===== src/rtl/axi_loader_pkg.sv =====
// Shared types and helpers for the AXI parameter burst loader.
//   state_t        - loader FSM states
//   AXI_BURST_INCR - ARBURST encoding for incrementing bursts
//   AXI_RESP_OKAY  - RRESP value for a good beat
//   ceil_beats     - beats needed to carry a given element count
//   beats_to_page  - beats that fit before the next 4 KB boundary
package axi_loader_pkg;

  typedef enum logic [2:0] {
    ST_IDLE,
    ST_W_AR,
    ST_W_R,
    ST_B_AR,
    ST_B_R,
    ST_FIN
  } state_t;

  localparam logic [1:0]  AXI_BURST_INCR = 2'b01;
  localparam logic [1:0]  AXI_RESP_OKAY  = 2'b00;
  localparam int unsigned PAGE_BYTES     = 4096;

  // Number of beats of `lanes` elements each needed to carry `count` elements.
  function automatic logic [31:0] ceil_beats(input logic [31:0] count,
                                             input int unsigned lanes);
    return (count + 32'(lanes) - 32'd1) / 32'(lanes);
  endfunction

  // Beats of `bytes` each that still fit in the current 4 KB page.
  function automatic logic [31:0] beats_to_page(input logic [11:0] page_off,
                                                input int unsigned bytes);
    return (32'(PAGE_BYTES) - 32'(page_off)) / 32'(bytes);
  endfunction

endpackage


===== src/rtl/axi_rd_burst_gen.sv =====
// AR sequence generator for one section (weights or biases).
//   clk, rst : clock, asynchronous active-high reset
//   arm      : load a new section (base, total)
//   base     : first byte address of the section, BYTES-aligned
//   total    : beats to request for the section
//   issue    : AR handshake of the burst currently offered
//   addr     : ARADDR of the burst currently offered
//   len      : ARLEN of the burst currently offered
//   more     : beats of the section not yet requested
module axi_rd_burst_gen
  import axi_loader_pkg::*;
#(
  parameter int unsigned ADDR_W    = 32,
  parameter int unsigned BYTES     = 4,
  parameter int unsigned MAX_BURST = 16,
  parameter int unsigned CNT_W     = 16
) (
  input  logic              clk,
  input  logic              rst,
  input  logic              arm,
  input  logic [ADDR_W-1:0] base,
  input  logic [CNT_W-1:0]  total,
  input  logic              issue,
  output logic [ADDR_W-1:0] addr,
  output logic [7:0]        len,
  output logic              more
);

  logic [CNT_W-1:0] remaining;
  logic [31:0]      page_beats;
  logic [31:0]      burst_beats;

  // Burst length is the smallest of the burst cap, what is left, and what
  // fits before the 4 KB boundary. Depends only on registered state, so it
  // stays stable while ARVALID waits for ARREADY.
  always_comb begin
    // NOTE: every always_comb output gets a default first so no path can
    // leave it unassigned and infer a latch.
    burst_beats = 32'(MAX_BURST);
    page_beats  = beats_to_page(addr[11:0], BYTES);
    if (32'(remaining) < burst_beats) burst_beats = 32'(remaining);
    if (page_beats < burst_beats)     burst_beats = page_beats;
  end

  assign len  = 8'(burst_beats - 32'd1);
  assign more = (remaining != '0);

  always_ff @(posedge clk or posedge rst) begin
    // NOTE: registers use non-blocking assignments so every flop samples the
    // pre-edge values, independent of statement order.
    if (rst) begin
      addr      <= '0;
      remaining <= '0;
    end else if (arm) begin
      addr      <= base;
      remaining <= total;
    end else if (issue) begin
      addr      <= addr + ADDR_W'(burst_beats * BYTES);
      remaining <= remaining - CNT_W'(burst_beats);
    end
  end

endmodule


===== src/rtl/axi_param_burst_loader.sv =====
// Fetches a layer's weight tensor and then its bias vector over AXI4 INCR
// bursts and streams the unpacked beats to the parameter RAMs.
//   clk, rst            : clock, asynchronous active-high reset
//   start               : one-cycle request, sampled only in IDLE
//   w_base/w_count      : weight base byte address / element count
//   b_base/b_count      : bias base byte address / element count
//   busy, done, err     : status; err is sticky until the next start
//   M_AXI_AR*           : read address channel (master side)
//   M_AXI_R*            : read data channel (master side)
//   wr_en/sel/addr/data/mask : element write port (sel 0 = weight, 1 = bias)
module axi_param_burst_loader
  import axi_loader_pkg::*;
#(
  parameter int unsigned ADDR_W    = 32,
  parameter int unsigned DATA_W    = 32,
  parameter int unsigned ELEM_W    = 8,
  parameter int unsigned MAX_BURST = 16,
  parameter int unsigned CNT_W     = 16
) (
  input  logic                       clk,
  input  logic                       rst,
  input  logic                       start,
  input  logic [ADDR_W-1:0]          w_base,
  input  logic [CNT_W-1:0]           w_count,
  input  logic [ADDR_W-1:0]          b_base,
  input  logic [CNT_W-1:0]           b_count,
  output logic                       busy,
  output logic                       done,
  output logic                       err,
  output logic                       M_AXI_ARVALID,
  input  logic                       M_AXI_ARREADY,
  output logic [ADDR_W-1:0]          M_AXI_ARADDR,
  output logic [7:0]                 M_AXI_ARLEN,
  output logic [2:0]                 M_AXI_ARSIZE,
  output logic [1:0]                 M_AXI_ARBURST,
  input  logic                       M_AXI_RVALID,
  output logic                       M_AXI_RREADY,
  input  logic [DATA_W-1:0]          M_AXI_RDATA,
  input  logic [1:0]                 M_AXI_RRESP,
  input  logic                       M_AXI_RLAST,
  output logic                       wr_en,
  output logic                       wr_sel,
  output logic [CNT_W-1:0]           wr_addr,
  output logic [DATA_W-1:0]          wr_data,
  output logic [DATA_W/ELEM_W-1:0]   wr_mask
);

  localparam int unsigned LANES   = DATA_W / ELEM_W;
  localparam int unsigned BYTES   = DATA_W / 8;
  localparam int unsigned SIZE_L2 = $clog2(BYTES);

  state_t            state, state_nx;
  logic [CNT_W-1:0]  w_count_q, b_count_q;
  logic [ADDR_W-1:0] b_base_q;
  logic [CNT_W-1:0]  elem_cnt;   // elements received so far in this section
  logic              drain;      // error seen: swallow the rest of the burst

  logic              in_r, beat, beat_err, issue;
  logic              arm;
  logic [ADDR_W-1:0] arm_base;
  logic [CNT_W-1:0]  arm_beats;
  logic [ADDR_W-1:0] gen_addr;
  logic [7:0]        gen_len;
  logic              gen_more;
  logic [CNT_W-1:0]  sec_count;

  assign in_r     = (state == ST_W_R) || (state == ST_B_R);
  assign beat     = in_r && M_AXI_RVALID;
  assign beat_err = beat && (M_AXI_RRESP != AXI_RESP_OKAY);
  assign issue    = M_AXI_ARVALID && M_AXI_ARREADY;

  // Next state plus re-arming of the burst generator at section starts.
  // A section is armed straight from the inputs in IDLE and from the latched
  // copies when moving from weights to biases.
  always_comb begin
    state_nx  = state;
    arm       = 1'b0;
    arm_base  = w_base;
    arm_beats = CNT_W'(ceil_beats(32'(w_count), LANES));
    unique case (state)
      ST_IDLE: begin
        if (start) begin
          if (w_count != '0) begin
            state_nx = ST_W_AR;
            arm      = 1'b1;
          end else if (b_count != '0) begin
            state_nx  = ST_B_AR;
            arm       = 1'b1;
            arm_base  = b_base;
            arm_beats = CNT_W'(ceil_beats(32'(b_count), LANES));
          end else begin
            state_nx = ST_FIN;
          end
        end
      end
      ST_W_AR: if (M_AXI_ARREADY) state_nx = ST_W_R;
      ST_W_R: begin
        if (beat && M_AXI_RLAST) begin
          if (drain || beat_err) begin
            state_nx = ST_FIN;
          end else if (gen_more) begin
            state_nx = ST_W_AR;
          end else if (b_count_q != '0) begin
            state_nx  = ST_B_AR;
            arm       = 1'b1;
            arm_base  = b_base_q;
            arm_beats = CNT_W'(ceil_beats(32'(b_count_q), LANES));
          end else begin
            state_nx = ST_FIN;
          end
        end
      end
      ST_B_AR: if (M_AXI_ARREADY) state_nx = ST_B_R;
      ST_B_R: begin
        if (beat && M_AXI_RLAST) begin
          if (!drain && !beat_err && gen_more) state_nx = ST_B_AR;
          else                                 state_nx = ST_FIN;
        end
      end
      ST_FIN:  state_nx = ST_IDLE;
      default: state_nx = ST_IDLE;
    endcase
  end

  always_ff @(posedge clk or posedge rst) begin
    if (rst) begin
      state     <= ST_IDLE;
      w_count_q <= '0;
      b_count_q <= '0;
      b_base_q  <= '0;
      elem_cnt  <= '0;
      err       <= 1'b0;
      drain     <= 1'b0;
    end else begin
      state <= state_nx;
      if (state == ST_IDLE && start) begin
        w_count_q <= w_count;
        b_count_q <= b_count;
        b_base_q  <= b_base;
        err       <= 1'b0;
        drain     <= 1'b0;
      end
      if (arm)       elem_cnt <= '0;
      else if (beat) elem_cnt <= elem_cnt + CNT_W'(LANES);
      if (beat_err) begin
        err   <= 1'b1;
        drain <= 1'b1;
      end
    end
  end

  axi_rd_burst_gen #(
    .ADDR_W    (ADDR_W),
    .BYTES     (BYTES),
    .MAX_BURST (MAX_BURST),
    .CNT_W     (CNT_W)
  ) u_burst_gen (
    .clk   (clk),
    .rst   (rst),
    .arm   (arm),
    .base  (arm_base),
    .total (arm_beats),
    .issue (issue),
    .addr  (gen_addr),
    .len   (gen_len),
    .more  (gen_more)
  );

  assign busy          = (state == ST_W_AR) || (state == ST_W_R) ||
                         (state == ST_B_AR) || (state == ST_B_R);
  assign done          = (state == ST_FIN);
  assign M_AXI_ARVALID = (state == ST_W_AR) || (state == ST_B_AR);
  assign M_AXI_ARADDR  = M_AXI_ARVALID ? gen_addr : '0;
  assign M_AXI_ARLEN   = M_AXI_ARVALID ? gen_len  : '0;
  assign M_AXI_ARSIZE  = 3'(SIZE_L2);
  assign M_AXI_ARBURST = AXI_BURST_INCR;
  assign M_AXI_RREADY  = in_r;

  // A beat is written only while the burst is clean; an error beat and
  // everything after it in the same burst are dropped.
  assign sec_count = (state == ST_B_R) ? b_count_q : w_count_q;
  assign wr_en     = beat && !beat_err && !drain;
  assign wr_sel    = wr_en && (state == ST_B_R);
  assign wr_addr   = wr_en ? elem_cnt : '0;
  assign wr_data   = wr_en ? M_AXI_RDATA : '0;

  // Lanes beyond the section's element count are masked; only the final
  // beat of a section can be partial.
  always_comb begin
    wr_mask = '0;
    for (int k = 0; k < int'(LANES); k++) begin
      wr_mask[k] = wr_en &&
                   (({1'b0, elem_cnt} + (CNT_W+1)'(k)) < {1'b0, sec_count});
    end
  end

endmodule


===== config.mk =====
export PLATFORM = sky130hd
export DESIGN_NAME = axi_param_burst_loader
export DESIGN_NICKNAME = d
export VERILOG_FILES = /design/src/rtl/axi_loader_pkg.sv /design/src/rtl/axi_rd_burst_gen.sv /design/src/rtl/axi_param_burst_loader.sv
export SDC_FILE = /design/constraint.sdc
export NUM_CORES = 1
export LEC_CHECK = 0
export BUFFER_PORTS_ARGS = -buffer_cell sky130_fd_sc_hd__clkbuf_2
export CORE_ASPECT_RATIO = 1.1
export CORE_UTILIZATION = 57
export DETAILED_ROUTE_END_ITERATION = 10
export MAX_ROUTING_LAYER = met4
export PLACE_DENSITY_LB_ADDON = 0.3
export SLEW_MARGIN = 10
export SYNTH_ARGS = -nofsm -noshare
export SYNTH_HDL_FRONTEND = slang
export SYNTH_SLANG_ARGS = --single-unit

===== constraint.sdc =====
create_clock -name clk -period 6.6 [get_ports clk]
set_input_delay 1.65 -clock clk [delete_from_list [all_inputs] [get_ports clk]]
set_output_delay 1.65 -clock clk [all_outputs]
set_load 0.01 [all_outputs]

==> out/qor.csv <==
metric;value;unit
Hold WC Path Type;flip-flop to flip-flop;
Slew Viols, Final;0;
fraction of layout cells with a size suffix above 1;24.9;%
initial antenna violation count;0;
critical path capture point type;output port;
Initial DRC Count;1044;
syn avg cell area;8.50;um2
Post-DRT Antenna Nets;0;
Total GRT Usage;36.1;%
IO Pins;240;
fraction of registers with async set or reset after synthesis;100;%
required time of the critical path;4.95;ns
DR WL/cell;19.9;um
top_reg_cell synth;dfrtp_1;
Vias/cell;6.25;
Clock transition at path regs;0.06;ns
non-filler instance count after layout;1784;
Synth cell types;72;
post-place setup slack;0.235;ns
maxcap violations;0;
Mapped Area;11300;um2
via count;11100;
Clock Latency Late Sink;0.43;ns
# DRC;0;
number of global-route vias before repair;10600;
RePlAce Congestion;0.967;
Mapped Cells;1325;
Antenna Diode Count;0;
EDFF count, synth;0;
pwr dens;477;nW/um2
nets;1742;
CTS tree;done;
Design Power;6.33;mW
hold_ws;0.507;ns
setup violators final;0;
R2R Path Start;u_burst_gen.addr[3];
Clock Tree Root;clkbuf_16;
CP Max Fanout;6;
status;finished, final reports clean;
first-pass GRT wire length;54.6;mm
register area share after synthesis;28.9;%
Core ar.;19200;um2
total negative slack;0;ns
actual slew at the worst max-slew pin;0.995;ns
DP Cell Count;1750;
unrepaired setup endpoints after global routing;no;
Fin Clk Skew;0.00948;ns
crit start category;flip-flop;
maximum VDD drop;0.300;mV
dpl cell area;12600;um2
final WL;35.5;mm
Hold Path Origin;w_count_q[9];
CP Launch Point;u_burst_gen.addr[3];
Synth area leaders;dfrtp_1 29%, ha_1 8.8%, mux2_2 6.7%, and2_1 4.4%, nand2_1 3.8%;
Final min period;6.39;ns
DIE HEIGHT;149;um
Slew HR;33.0;%
row cnt;53;
P_leak;6.34;nW
total gr overflow;0;
Yosys warnings;0;
clk buf depth;2;
CP arrival;4.74;ns
Core Util, Final;69.0;%
HPWL Detailed;26.6;mm
Synth area leader;dfrtp_1;
largest net degree at the start of global routing;70;
Hold Fails Final Rpt;0;
Die X;136;um
DIE AREA;20300;um2
Initial Util;58.5;%
TritonCTS buffer count;17;
Clock Sinks;130;
DRT Pass-1 Iters;5;
Final Cell Area;13300;um2
Synth top area share;28.9;%
Period Utilization, post-route;96.8;%
fmax;156;MHz
crit path kind;flip-flop to output port;
H-tree Lvls;4;
Area Growth Syn to Fin;17.9;%
I/O Buffers;232;
register bit total from synthesis;130;
Final WS setup;0.210;ns
==> cell families after synthesis <==
kind of cell	synth area share, %
AND/OR/NAND/NOR	21.4
AO/OA/AOI/OAI	19.0
buffers and inverters	4.99
flip-flops	28.9
multiplexers	10.3
adder cells (fa/ha/maj)	9.14
XOR/XNOR	6.14
other	0.0667
==> registers in the layout (all words and copies together) (netlist names) <==
register,flops
w_count_q,16
drain,1
u_burst_gen.remaining,16
b_count_q,16
u_burst_gen.addr,32
b_base_q,32
elem_cnt,14
state,3
==> layout by cell type (no fill, tap or decap), types with 8 or more instances in the layout <==
master     count
nor2_1        93
and2_1        79
a31oi_1       19
o22ai_1       19
a311oi_1      12
clkbuf_16     17
clkbuf_2     231
ha_1          78
and3_1        14
buf_4         23
a21o_1        11
o21ai_0       54
nand3_1       24
nand4_1       23
a221oi_1      18
conb_1        22
or3_1         15
a21oi_1       77
inv_1         40
o211ai_1       8
dfrtp_1      129
xnor2_1       44
xor2_1        33
mux2i_1       41
o21a_1        18
nor4_1        24
mux2_2        67
a211oi_1      26
nand2_1      115
nor2b_1       10
nor3_1        29
==> final timing paths <==
kind                                         to  slack (ns)  depth (start not counted)
setup / recovery                 M_AXI_ARLEN[6]        0.21                         18
hold / removal                     w_count_q[9]        0.51                          1
setup reg to reg           u_burst_gen.addr[20]        0.57                         22
hold reg to reg                    w_count_q[9]        0.51                          1
max in group asynchronous  u_burst_gen.addr[18]        3.83                          3
min in group asynchronous           b_base_q[1]        1.40                          2
==> synthesized netlist by cell type, drive strengths merged (19+ instances only) <==
| master | number |
|---|---|
| dfrtp | 130 |
| nand2 | 115 |
| nor2 | 94 |
| and2 | 79 |
| ha | 79 |
| a21oi | 77 |
| clkbuf | 71 |
| mux2 | 67 |
| o21ai | 57 |
| xnor2 | 44 |
| inv | 43 |
| mux2i | 41 |
| xor2 | 34 |
| nor3 | 32 |
| a211oi | 26 |
| nor4 | 26 |
| nand3 | 25 |
| buf | 23 |
| nand4 | 23 |
| a31oi | 19 |
| o21a | 19 |
| o22ai | 19 |
==> power by group <==
part	switching, mW	internal (mW)	leakage [nW]
Sequential	0.425	1.17	1.57
Clock	0.373	0.602	0.281
Combinational	2.15	1.61	4.49
==> worst max-delay path, stage by stage, from the launching register on <==
cell and delay, ns:
dfrtp_2 0.43, or4_4 0.60, nor4_4 0.26, nand2_1 0.13
or2_4 0.27, nor3_4 0.19, nor2_1 0.08, ha_1 0.31
o2111ai_2 0.16, a311o_1 0.38, o211ai_1 0.20, nand3_1 0.12
o21ai_1 0.21, inv_1 0.13, ha_4 0.20, and3_1 0.14
a311oi_1 0.26, a311oi_1 0.07, buf_2 0.18
==> cell type report <==
class / instances / area (um2)
clock buffers: 19 / 443
flip-flops and latches: 130 / 3250
repair buffers: 255 / 1330
fillers: 1545 / 5960
multi-input cells: 1077 / 7600
inverters: 44 / 168
well taps: 247 / 309
clock inverters: 12 / 160
==> metal layers <==
metal / share of wire, % / vias up / routed length [um] / track usage [%]
li1: - / 5227 / - / -
met1: 41 / 5344 / 14400 / 45.1
met2: 49 / 479 / 17400 / 57.1
met3: 7.0 / 99 / 2490 / 6.56
met4: 3.5 / 0 / 1250 / 15.4
met5: 0 / - / 0 / -
==> timing repair <==
action | 4_1_cts | 5_1_grt
setup endpoints to repair | 2 | 2
resized for setup | 2 | 11
pin swaps | 1 | 5
endpoints found under the hold margin | 0 | 0
setup buffers | 2 | 1
hold buffers | 0 | 0
(Power assumes the default switching activity.)
